### src/rtl/neuron_seq.sv
// Sequential neuron: bias + N_INPUTS signed weights in a register file, LANES inputs summed per cycle.
// Optional build macro NEURON_SAT_EN: each addition step saturates instead of wrapping.
module neuron_seq #(
   parameter int N_INPUTS = 9,
   parameter int W_WIDTH  = 8,
   parameter int LANES    = 1
) (
   input  logic                          clk,
   input  logic                          rst,
   // Handshakes: a transfer happens on a rising edge where valid && ready are both high;
   // valid never waits on ready, and an unaccepted in_valid is simply dropped.
   input  logic                          w_we,
   input  logic [$clog2(N_INPUTS+1)-1:0] w_addr,
   input  logic [W_WIDTH-1:0]            w_data,
   output logic                          w_ready,
   input  logic                          in_valid,
   output logic                          in_ready,
   input  logic [N_INPUTS-1:0]           x,
   output logic                          out_valid,
   input  logic                          out_ready,
   output logic [W_WIDTH-1:0]            sum,
   output logic                          predict,
   output logic [1:0]                    dbg_state_o
);

   localparam int AW = $clog2(N_INPUTS + 1);
   localparam int C  = N_INPUTS / LANES;
   localparam int CW = (C > 1) ? $clog2(C) : 1;
   localparam logic [CW-1:0] LAST = CW'(C - 1);

   if ((N_INPUTS % LANES) != 0) begin : g_lanes_check
      $error("neuron_seq: LANES must divide N_INPUTS");
   end

   typedef enum logic [1:0] {
      S_IDLE = 2'd0,
      S_ACC  = 2'd1,
      S_DONE = 2'd2
   } state_e;

   state_e               state_q, state_d;
   logic [W_WIDTH-1:0]   w_q [0:N_INPUTS];
   logic [N_INPUTS-1:0]  x_q, x_d;
   logic [W_WIDTH-1:0]   acc_q, acc_d;
   logic [CW-1:0]        idx_q, idx_d;
   logic                 wr_en;
   logic [LANES-1:0]     lane_x;
   logic [W_WIDTH-1:0]   lane_w [LANES];
   logic [W_WIDTH-1:0]   acc_step;

   function automatic logic [W_WIDTH-1:0] add_step(input logic [W_WIDTH-1:0] a,
                                                   input logic [W_WIDTH-1:0] b);
      logic [W_WIDTH-1:0] s;
      s = a + b;
`ifdef NEURON_SAT_EN
      // Signed overflow only when both operands share a sign the result lacks.
      if ((a[W_WIDTH-1] == b[W_WIDTH-1]) && (s[W_WIDTH-1] != a[W_WIDTH-1])) begin
         s = a[W_WIDTH-1] ? {1'b1, {(W_WIDTH-1){1'b0}}} : {1'b0, {(W_WIDTH-1){1'b1}}};
      end
`endif
      return s;
   endfunction

   assign in_ready    = (state_q == S_IDLE);
   assign w_ready     = (state_q == S_IDLE);
   assign out_valid   = (state_q == S_DONE);
   assign sum         = acc_q;
   assign predict     = ~acc_q[W_WIDTH-1];
   assign dbg_state_o = state_q;

   assign wr_en = (state_q == S_IDLE) && w_we && (w_addr <= AW'(N_INPUTS));

   // Select the group of LANES inputs/weights addressed by the cycle index.
   always_comb begin
      lane_x = '0;
      for (int l = 0; l < LANES; l++) begin
         lane_w[l] = '0;
      end
      for (int g = 0; g < C; g++) begin
         if (idx_q == CW'(g)) begin
            for (int l = 0; l < LANES; l++) begin
               lane_x[l] = x_q[g*LANES + l];
               lane_w[l] = w_q[g*LANES + l + 1];
            end
         end
      end
   end

   always_comb begin
      acc_step = acc_q;
      for (int l = 0; l < LANES; l++) begin
         if (lane_x[l]) begin
            acc_step = add_step(acc_step, lane_w[l]);
         end
      end
   end

   always_comb begin
      state_d = state_q;
      case (state_q)
         S_IDLE: if (in_valid) state_d = S_ACC;
         S_ACC:  if (idx_q == LAST) state_d = S_DONE;
         S_DONE: if (out_ready) state_d = S_IDLE;
         default: state_d = S_IDLE;
      endcase
   end

   always_comb begin
      x_d   = x_q;
      acc_d = acc_q;
      idx_d = idx_q;
      case (state_q)
         S_IDLE: begin
            if (in_valid) begin
               // Bias read here is the pre-write value if a write lands on the same edge.
               x_d   = x;
               acc_d = w_q[0];
               idx_d = '0;
            end
         end
         S_ACC: begin
            acc_d = acc_step;
            if (idx_q != LAST) idx_d = idx_q + 1'b1;
         end
         default: ;
      endcase
   end

   always_ff @(posedge clk) begin
      if (rst) begin
         state_q <= S_IDLE;
      end else begin
         state_q <= state_d;
      end
   end

   always_ff @(posedge clk) begin
      if (rst) begin
         x_q   <= '0;
         acc_q <= '0;
         idx_q <= '0;
      end else begin
         x_q   <= x_d;
         acc_q <= acc_d;
         idx_q <= idx_d;
      end
   end

   always_ff @(posedge clk) begin
      if (rst) begin
         for (int k = 0; k <= N_INPUTS; k++) begin
            w_q[k] <= '0;
         end
      end else if (wr_en) begin
         w_q[w_addr] <= w_data;
      end
   end

   a_result_stable: assert property (@(posedge clk) disable iff (rst)
      (out_valid && !out_ready) |=> ($stable(sum) && out_valid));
   a_no_overlap: assert property (@(posedge clk) disable iff (rst)
      !(in_ready && out_valid));

endmodule

### config.mk
export PLATFORM = sky130hd
export DESIGN_NAME = neuron_seq
export DESIGN_NICKNAME = d
export VERILOG_FILES = /design/src/rtl/neuron_seq.sv
export SDC_FILE = /design/constraint.sdc
export NUM_CORES = 1
export LEC_CHECK = 0
export ABC_AREA = 1
export CAP_MARGIN = 40
export CORE_MARGIN = 2
export CORE_UTILIZATION = 57
export DETAILED_ROUTE_END_ITERATION = 8
export PLACE_DENSITY_LB_ADDON = 0.05
export SLEW_MARGIN = 10
export SYNTH_ARGS = -nofsm -noshare
export SYNTH_HDL_FRONTEND = slang
export SYNTH_SLANG_ARGS = --single-unit
### constraint.sdc
create_clock -name clk -period 4.2 [get_ports clk]
set_input_delay 1.26 -clock clk [delete_from_list [all_inputs] [get_ports clk]]
set_output_delay 1.26 -clock clk [all_outputs]
set_load 0.02 [all_outputs]
# Word-level counts from Yosys, hierarchy flattened
# Memories as Yosys holds them, arrays and structs flattened.
# Cells that the tools add are included.
[word_totals]
register_bits = 23
ram_bits = 80
in_bits = 26
output_inout_bits = 14
word_cells = 71
mem_count = 1
[mem_list]
columns = ["memory", "words", "width", "rd", "rd_clocked_by_memory_dff", "wr", "line", "source"]
rows = [
  ["w_q", 10, 8, 10, 0, 10, "42", "logic [W_WIDTH-1:0] w_q [0:N_INPUTS];"],
]
[op_classes]
add_sub_neg = 2
magnitude_cmp = 1
eq_ne = 16
muxes = 36
bitwise_logic = 1
reduce_logical = 10
[ops]
columns = ["operator", "n"]
rows = [
  ["2-to-1 mux 8 bit", 12],
  ["== test 4 x 3 -> 1 bit, second input constant", 4],
  ["one-hot mux 8 bit (2 select lines)", 1],
  ["2-to-1 mux 1 bit", 15],
  ["2-to-1 mux 4 bit", 3],
  ["AND reduction 3 bit", 3],
  ["adder 8 bit", 1],
  ["== test 4 x 2 -> 1 bit, second input constant", 2],
  ["inequality test 2 bit, second input constant", 4],
  ["one-hot mux 4 bit (2 select lines)", 1],
  ["OR reduction 8 bit", 1],
  ["2-to-1 mux 2 bit", 3],
  ["one-hot mux 2 bit (3 select lines)", 1],
  ["adder 4 x 1 -> 4 bit, second input constant", 1],
  ["== test 4 x 1 -> 1 bit, second input constant", 1],
  ["== test 4 bit, second input constant", 1],
  ["<= comparator 4 bit, second input constant", 1],
  ["logical NOT 4 bit", 1],
  ["inequality test 4 bit, second input constant", 1],
  ["== test 2 x 1 -> 1 bit, second input constant", 1],
  ["== test 2 bit, second input constant", 1],
  ["logical AND 1 bit", 2],
  ["logical NOT 2 bit", 1],
  ["inequality test 2 x 1 -> 1 bit, second input constant", 1],
  ["other kinds (3)", 3],
]

# Logic depth before layout (Yosys ltp)
# Gate-level depths: netlist of run 1.
[logic_depth]
ltp_word = 13
ltp_mapped = 25
ltp_nobuf = 25

# Least setup slack after synthesis of run 1
# Ideal clock, no wire load.
[synth_path]
kind = "register to register"
start = "register idx_q[2]"
end = "register acc_q[6] (netlist: sum[6])"
setup_time_ns = 0.113
arrival_ns = 2.966
required_time_ns = 4.087
setup_slack_ns = 1.120
path_stages_with_launch = 25
path_buffers = 3
synth_period_minus_slack_ns = 3.080
cell_sequence = "dfxtp_1 -> buf_2 -> nor2_1 -> buf_4 -> nand2_2 -> buf_2 -> o22ai_1 -> o211ai_1 -> nand2_1 -> nand3_1 -> a21oi_1 -> nor2_1 -> ha_1 -> fa_1 -> nand3_1 -> nand3_1 -> inv_1 -> o21ai_0 -> nand2_1 -> nand2_1 -> or2_2 -> nand3_1 -> nand2_1 -> o21ai_1 -> nor2_1"
[synth_via]
elab_chain_len = 13
word_cells_on_any_way = 32
classes_between = "1 x add/sub; 9 x eq/ne; 20 x mux; 2 x reduce/logical"
[synth_rtl]
columns = ["element", "line", "source"]
rows = [
  ["start, declared", "45", "logic [CW-1:0] idx_q, idx_d;"],
  ["start signal, assigned", "145", "idx_q <= idx_d;"],
  ["logical NOT 4 bit", "80", "if (idx_q == CW'(g)) begin"],
  ["2-to-1 mux 8 bit (9 in a row)", "80", ""],
  ["adder 8 bit", "54", "s = a + b;"],
  ["2-to-1 mux 8 bit", "92", "if (lane_x[l]) begin"],
  ["one-hot mux 8 bit (2 select lines)", "112", "case (state_q)"],
  ["end signal, assigned", "140", "acc_q <= '0;"],
  ["end signal, assigned", "144", "acc_q <= acc_d;"],
  ["end, declared", "44", "logic [W_WIDTH-1:0] acc_q, acc_d;"],
]
# Several ways; a longest one is shown, not always the timed one. The select of a mux whose other input is x is not followed.
# A chain may end at the register's enable or synchronous reset.

# Worst setup path after layout of run 1
[layout_path]
start = "register idx_q[0]"
end = "register acc_q[6] (netlist: sum[6])"
# The elaborated chain is that of the path after synthesis.

==> results of run 1 <==
[metrics by stage]
| stage | instances | cell area (sq um) | hold slack, ps |
|---|---|---|---|
| floorplan | 583 | 5140 | 455 |
| detailed placement | 725 | 5660 | 487 |
| global placement | 725 | 5660 | 471 |
| finish | 741 | 5860 | 499 |
| CTS | 741 | 5860 | 503 |
| global route | 741 | 5860 | 520 |
[how the worst max path moves through the flow]
stage,from,endpoint,slack [ps],cells after the start
floorplan,idx_q[2],sum[6],1120,24
global placement,w_addr[2],w_q[6][0],500,11
detailed placement,w_addr[2],w_q[3][7],430,11
CTS,idx_q[0],sum[6],630,23
global route,idx_q[0],sum[6],250,23
finish,idx_q[0],sum[6],590,23
[metal layers]
layer | share of wire [%] | vias to the layer above
li1 | - | 2013
met3 | 11 | 27
met1 | 43 | 1837
met2 | 45 | 200
met5 | 0 | -
met4 | 1.7 | 0
[kinds of logic after synthesis]
group	share of synthesized area, %
and+or+nand+nor	29.3
DFF	55.7
AOI/OAI and AO/OA	6.26
xor gates and xnor gates	0.341
adders and majority gates	3.31
buffers and inverters	5.09
[power by group]
part	internal [uW]	switching, uW	total, uW
clock	233	363	596
sequential	1150	29.3	1180
combinational	142	244	386
[cell usage in the layout, fill, tap and decap left out, types with 9 or more instances in the layout]
cell and instances:
buf_4 9, o21ai_0 17, clkbuf_8 9, nand3_1 32, nor2_1 138, inv_1 35
ha_1 12, nand2_1 140, clkdlybuf4s50_1 39, inv_2 15, a21oi_1 15, dfxtp_1 23
edfxtp_1 80
[synth_stat cells, types with 2 or more instances]
library cell	number
a21oi_1	15
buf_4	2
o21ai_1	5
a211oi_1	3
nor3_1	5
dfxtp_1	23
a31oi_1	5
nand4_1	7
nand2_1	140
o211ai_1	7
nand3_1	32
nand3_4	4
nor2_8	3
inv_1	35
or2_2	2
edfxtp_1	80
nand2_2	6
buf_2	5
inv_2	15
nor2_1	138
clkbuf_1	7
clkinv_1	2
o21ai_0	17
ha_1	12
[worst max-delay path, cell delays in order (launching register included)]
cell and delay (ps):
dfxtp_1 420, inv_1 100, ha_1 320, nand3_1 210, inv_1 190, nand2_1 120
o211ai_1 100, nand2_1 80, nand3_1 90, a21oi_1 180, nor2_1 80, ha_1 210
fa_1 400, nand3_1 80, nand3_1 100, inv_1 80, o21ai_0 80, nand2_1 70
nand2_1 50, or2_2 270, nand3_1 70, nand2_1 50, o21ai_1 120, nor2_1 50
[final cells by class]
type | count | share of cell area, %
clock buffers | 10 | 2.18
clock inverters | 6 | 1.11
inverters | 52 | 3.33
multi-input cells | 414 | 34.4
flip-flops and latches | 103 | 48.9
well taps | 108 | 2.31
repair buffers | 48 | 7.82
[sequential cells by signal, indices dropped and copies added, names as in the netlist]
| signal | flops |
|---|---|
| dbg_state_o | 2 |
| x_q | 9 |
| idx_q | 4 |
| w_q | 80 |
| sum | 8 |
==> out/qor.txt, run 1 <==
ROUTING
-----------------------------------------------------------------------------------------------
Detailed Route WL ................................................................     12100 um
Residual DRC count ...............................................................            0
Number of DRC markers after the initial detailed-route iteration .................          342
Length of the first detailed-routing pass in iterations ..........................            5
Vias .............................................................................         4077
Final routed wire length divided by cell count ...................................      16.3 um
Post-detailed-route count of antenna-violating nets ..............................            0
Average via count per standard cell ..............................................         5.50

FLOORPLANNING
-----------------------------------------------------------------------------------------------
Number of placement rows .........................................................           34
Starting density of the core .....................................................        58.9%
Area of the core region ..........................................................   8720 sq um
Overall die height ...............................................................      98.9 um
Total die area ...................................................................   9790 sq um
Die extent in x ..................................................................      98.9 um
Count of boundary I/O pins .......................................................           40

GLOBAL ROUTING
-----------------------------------------------------------------------------------------------
GRT overflow .....................................................................            0
Met3 track demand over resource ..................................................        7.09%
Maximum number of pins on one net before global-route repair .....................           24
Overall global routing resource usage ............................................        26.2%
Number of antenna violations at the first check in global routing ................            0
Number of global-route vias before repair ........................................         3825
Grt met1 use .....................................................................        36.5%
Global-route wire length before repair ...........................................     19600 um
Layer carrying the most global-route usage .......................................         met2
Global routing usage on met2 .....................................................        40.5%

TIMING
-----------------------------------------------------------------------------------------------
Slew margin rel. .................................................................        60.1%
Crit path setup slack, layout ....................................................       595 ps
Shortest clock period the worst path allows after layout .........................      3610 ps
Period utilization ...............................................................        85.8%
Final setup violating endpoints ..................................................            0
Final Max Slew Viols .............................................................            0
Unrepaired setup endpoints after global routing ..................................           no
Worst Tran Pin Value .............................................................       596 ps
Layout Skew ......................................................................      6.57 ps
Final TNS setup ..................................................................         0 ps
Count of final hold-check violations .............................................            0
Achievable frequency .............................................................      277 MHz

SYNTH
-----------------------------------------------------------------------------------------------
Count of cell types in the netlist ...............................................           37
Synth Cell Area ..................................................................   5140 sq um
Number of enable-type register cells in the synthesized netlist ..................           80
Predominant post-synthesis flop cell .............................................     edfxtp_1
Largest area contributor in the netlist ..........................................     edfxtp_1
Asr flop ratio synth .............................................................           0%
Post-synthesis net count .........................................................          622
Portion of the post-synthesis area used by sequential elements ...................        55.7%
Warning count from the yosys run .................................................            0
#FFs+latches synth ...............................................................          103
Portion of synthesized cell area occupied by the leading cell type ...............        46.8%
Cells taking the most area after synthesis ....................................... edfxtp_1 47%, nand2_1 10%, nor2_1 10%
Mean Syn Cell Area ...............................................................   8.81 sq um
Post-Synthesis Cells .............................................................          583

SETUP PATH
-----------------------------------------------------------------------------------------------
Critical Path Source Type ........................................................    flip-flop
Kind of end point of the critical path ...........................................    flip-flop
R2R Setup Slk ....................................................................       590 ps
Worst reg2reg endpoint ...........................................................       sum[6]
Worst R2R Path Depth .............................................................           23
Highest fanout seen on the critical path .........................................            9
Reg-to-reg startpoint ............................................................     idx_q[0]
Critical path required time ......................................................      4470 ps
Type of the setup path with the least slack ......................................      reg2reg
Arrival time at the worst endpoint ...............................................      3880 ps

CTS
-----------------------------------------------------------------------------------------------
Clock Sink Count .................................................................          103
Number of buffers between clock root and the deepest sink ........................            2
Library cell used as clock root buffer ...........................................     clkbuf_8
Hold Buf Count CTS ...............................................................            0
Clock input transition at the sequential cells of the worst setup and hold paths .       100 ps
Clock latency on the worst-skew pair .............................................       370 ps
Setup fix buffers added after clock tree synthesis ...............................            0
CTS-repair resized insts .........................................................            0
CTS tree .........................................................................         done
Cts bufs inserted ................................................................            9
Count of H-tree levels built during CTS ..........................................            3

LAYOUT
-----------------------------------------------------------------------------------------------
Area of the multi-input gates ....................................................   2010 sq um
Total area of sequential cells ...................................................   2860 sq um
Post-layout nets .................................................................          667
Post-layout util .................................................................        67.1%
Synthesis-to-finish area growth ..................................................        14.0%
Filler Cells Inserted ............................................................          725
Antenna fix cells ................................................................            0
Layout cells sized above 1 .......................................................        9.32%

POWER
-----------------------------------------------------------------------------------------------
Power per cell area ..............................................................  369 nW/um^2
Largest vdd supply drop ..........................................................   0.000186 V
Reported leakage power ...........................................................   0.00241 uW
Power consumption ................................................................      2160 uW

STATUS
-----------------------------------------------------------------------------------------------
Result of the run ................................................................ finished, final reports clean

FLOW RUN
-----------------------------------------------------------------------------------------------
Max_cap viols ....................................................................            0

PLACED DESIGN
-----------------------------------------------------------------------------------------------
Number of port buffers ...........................................................           39
Pre-CTS worst setup slack ........................................................       432 ps
Final weighted congestion in routability-driven placement ........................        0.908
Detailed placement HPWL ..........................................................      8910 um

WORST HOLD PATH
-----------------------------------------------------------------------------------------------
Endpoint, Worst Hold .............................................................       sum[4]
Hold Path Stages .................................................................            2
Worst hold path type .............................................................      reg2reg
Hold path start ..................................................................       sum[4]

Power figures use the tool's default switching activity.
==> run 2, diff against run 1 <==
--- a/config.mk
+++ b/config.mk
@@ -10,6 +10,7 @@
 export CORE_MARGIN = 2
 export CORE_UTILIZATION = 57
 export DETAILED_ROUTE_END_ITERATION = 8
+export GPL_TIMING_DRIVEN = 0
 export PLACE_DENSITY_LB_ADDON = 0.05
 export SLEW_MARGIN = 10
 export SYNTH_ARGS = -nofsm -noshare
==> run 2 against run 1 <==
Setup slack worse by 190 ps. Critical path depth up 1. Clock skew barely moved. Hold slack improved by 0.76 ps. Sequential cell count did not move. Combinational power hardly changed. Final area fell by 0.47%. Power increased by 0.14%. Routed wire length up 1.1%. Via count shrank 0.29%. Largest power group unchanged.
==> out/qor.txt, run 2 (same netlist as run 1, synthesis figures left out) <==
STATUS
-----------------------------------------------------------------------------------------------
Result of the run ................................................................ finished, final reports clean

LAYOUT
-----------------------------------------------------------------------------------------------
Leading cell types in the layout, fill and taps excluded ......................... 140 x nand2_1, 138 x nor2_1, 80 x edfxtp_1
Antenna fix cells ................................................................            0   unchanged
Register name with the most flops ................................................          w_q
Area of all placed cells without fillers .........................................   5830 sq um   -0.47%
Synthesis-to-finish area growth ..................................................        13.5%
Layout cells sized above 1 .......................................................        8.98%   -0.34 points
Filler Cells Inserted ............................................................          745   +2.8%
Post-layout nets .................................................................          670   +0.45%
Largest register FFs .............................................................           80   unchanged
Leading cell type in the layout, fill and taps excluded ..........................      nand2_1

CTS
-----------------------------------------------------------------------------------------------
Clock latency on the worst-skew pair .............................................       370 ps   about the same
CTS-repair resized insts .........................................................            0   unchanged
Number of buffers between clock root and the deepest sink ........................            2   unchanged
Cts bufs inserted ................................................................            9   unchanged
Library cell used as clock root buffer ...........................................     clkbuf_8
Hold Buf Count CTS ...............................................................            0   unchanged
Clock Sink Count .................................................................          103   unchanged
Setup fix buffers added after clock tree synthesis ...............................            0   unchanged
CTS tree .........................................................................         done
Clock input transition at the sequential cells of the worst setup and hold paths .       100 ps   about the same
Count of H-tree levels built during CTS ..........................................            3   unchanged

POWER
-----------------------------------------------------------------------------------------------
Fraction of power spent switching nets ...........................................        29.7%   +0.23 points
Proportion of power drawn by flip-flops and latches ..............................        54.3%   -0.2 points
Power per cell area ..............................................................  371 nW/um^2   +0.61%
Clock network power share ........................................................        27.7%   about the same
Power consumption ................................................................      2160 uW   +0.14%
Reported leakage power ...........................................................   0.00239 uW   -0.65%
Switching power total ............................................................       642 uW   +0.91%
Combinational power share ........................................................        18.0%   about the same
Largest vdd supply drop ..........................................................   0.000181 V   -2.9%
Cell internal pwr ................................................................      1520 uW   -0.19%

SETUP PATH
-----------------------------------------------------------------------------------------------
Highest fanout seen on the critical path .........................................            9   unchanged
Critical path required time ......................................................      4470 ps   about the same
Kind of end point of the critical path ...........................................    flip-flop
Critical Path Source Type ........................................................    flip-flop
R2R Setup Slk ....................................................................       400 ps   -190 ps
Arrival time at the worst endpoint ...............................................      4070 ps   +190 ps
Type of the setup path with the least slack ......................................      reg2reg

ROUTING
-----------------------------------------------------------------------------------------------
Length of the first detailed-routing pass in iterations ..........................            5   unchanged
Vias .............................................................................         4065   -0.29%
Final routed wire length divided by cell count ...................................      16.5 um   +0.87%
Average via count per standard cell ..............................................         5.47   -0.56%
Number of DRC markers after the initial detailed-route iteration .................          236   -31%
Detailed Route WL ................................................................     12200 um   +1.1%
Post-detailed-route count of antenna-violating nets ..............................            0   unchanged
Residual DRC count ...............................................................            0   unchanged

TIMING
-----------------------------------------------------------------------------------------------
Period utilization ...............................................................        90.5%   +4.6 points
Final Max Slew Viols .............................................................            0   unchanged
Shortest clock period the worst path allows after layout .........................      3800 ps   +194 ps
Slew margin rel. .................................................................        55.6%   -4.6 points
Final TNS setup ..................................................................         0 ps   unchanged
Count of final hold-check violations .............................................            0   unchanged
Unrepaired setup endpoints after global routing ..................................           no
Achievable frequency .............................................................      263 MHz   -5.1%
Worst Tran Pin Value .............................................................       667 ps   +70.9 ps
Layout Skew ......................................................................      6.28 ps   -0.284 ps
Final setup violating endpoints ..................................................            0   unchanged

FLOORPLANNING
-----------------------------------------------------------------------------------------------
Total die area ...................................................................   9790 sq um   unchanged
Overall die height ...............................................................      98.9 um   unchanged
Area of the core region ..........................................................   8720 sq um   unchanged
Starting density of the core .....................................................        58.9%   unchanged
Count of boundary I/O pins .......................................................           40   unchanged
Number of placement rows .........................................................           34   unchanged
Die extent in x ..................................................................      98.9 um   unchanged

GLOBAL ROUTING
-----------------------------------------------------------------------------------------------
Overall global routing resource usage ............................................        26.4%   +0.23 points
Maximum number of pins on one net before global-route repair .....................           20   -17%
Number of global-route vias before repair ........................................         3850   +0.65%
Number of antenna violations at the first check in global routing ................            0   unchanged
Global-route wire length before repair ...........................................     19700 um   +0.32%
GRT overflow .....................................................................            0   unchanged

PLACED DESIGN
-----------------------------------------------------------------------------------------------
Number of port buffers ...........................................................           37   -5.1%
DP Area ..........................................................................   5640 sq um   -0.38%
Final weighted congestion in routability-driven placement ........................        0.878   -3.3%
Detailed placement HPWL ..........................................................      8940 um   +0.37%

FLOW RUN
-----------------------------------------------------------------------------------------------
Max_cap viols ....................................................................            0   unchanged

WORST HOLD PATH
-----------------------------------------------------------------------------------------------
Worst hold path type .............................................................      reg2reg

==> run 2: cell count changes in the layout (fill, tap and decap cells not counted) <==
cell,delta
clkbuf_1,+6
buf_4,-7
buf_2,+5
inv_6,+3
clkinv_4,-2
clkdlybuf4s50_1,-2
inv_8,-1
==> run 2: layer usage <==
| layer | vias up | global-route usage [%] | share of wire, % |
|---|---|---|---|
| li1 | 2013 | - | - |
| met1 | 1888 | 37.7 | 45 |
| met2 | 149 | 42.2 | 46 |
| met3 | 15 | 5.46 | 7.2 |
| met4 | 0 | 5.80 | 1.6 |
| met5 | - | 0 | 0 |
==> run 2: cell type report <==
class	count	area [sq um]	share of cell area [%]
inverter	52	195	3.35
buffer	14	66.3	1.14
tap	108	135	2.32
clock inverter	6	62.6	1.07
multi-input combinational	414	2010	34.5
timing repair buffer	37	370	6.35
sequential	103	2860	49.1
clock buffer	9	124	2.13
==> run 2: power by group through the flow <==
stage / clock network [uW] / registers (uW) / logic [uW]
after global routing: 641 / 1180 / 432
after detailed placement: 0 / 1200 / 385
after floorplan: 0 / 1210 / 235
after CTS: 606 / 1170 / 387
final: 598 / 1170 / 389
after global placement: 0 / 1200 / 378
==> run 2: worst max-delay path: stages (launching register included) <==
cell	delay (ps)
dfxtp_1	420
inv_1	110
ha_1	220
buf_2	170
nand3_1	180
inv_1	220
nand2_1	110
o211ai_1	130
nand2_1	90
nand3_1	80
a21oi_1	200
nor2_1	70
ha_1	210
fa_1	410
nand3_1	100
nand3_1	90
inv_1	80
o21ai_0	90
nand2_1	70
nand2_1	70
or2_2	280
nand3_1	70
nand2_1	50
o21ai_1	120
nor2_1	50
==> run 2: path summary, 6_finish.rpt <==
| check | to | depth (start not counted) | start |
|---|---|---|---|
| worst max-delay path | sum[6] | 24 | idx_q[0] |
| worst min-delay path | sum[7] | 2 | sum[7] |
| worst max register to register | sum[6] | 24 | idx_q[0] |
| worst min register to register | sum[7] | 2 | sum[7] |
==> run 2: metrics by stage <==
step / cells / setup slack [ps] / util (%) / hold WS [ps]
floorplan: 583 / 1120 / - / 455
global route: 743 / 72.6 / 66.8 / 517
global placement: 728 / 376 / 64.7 / 473
CTS: 743 / 443 / 66.8 / 502
finish: 743 / 400 / 66.8 / 500
detailed placement: 728 / 333 / 64.7 / 487
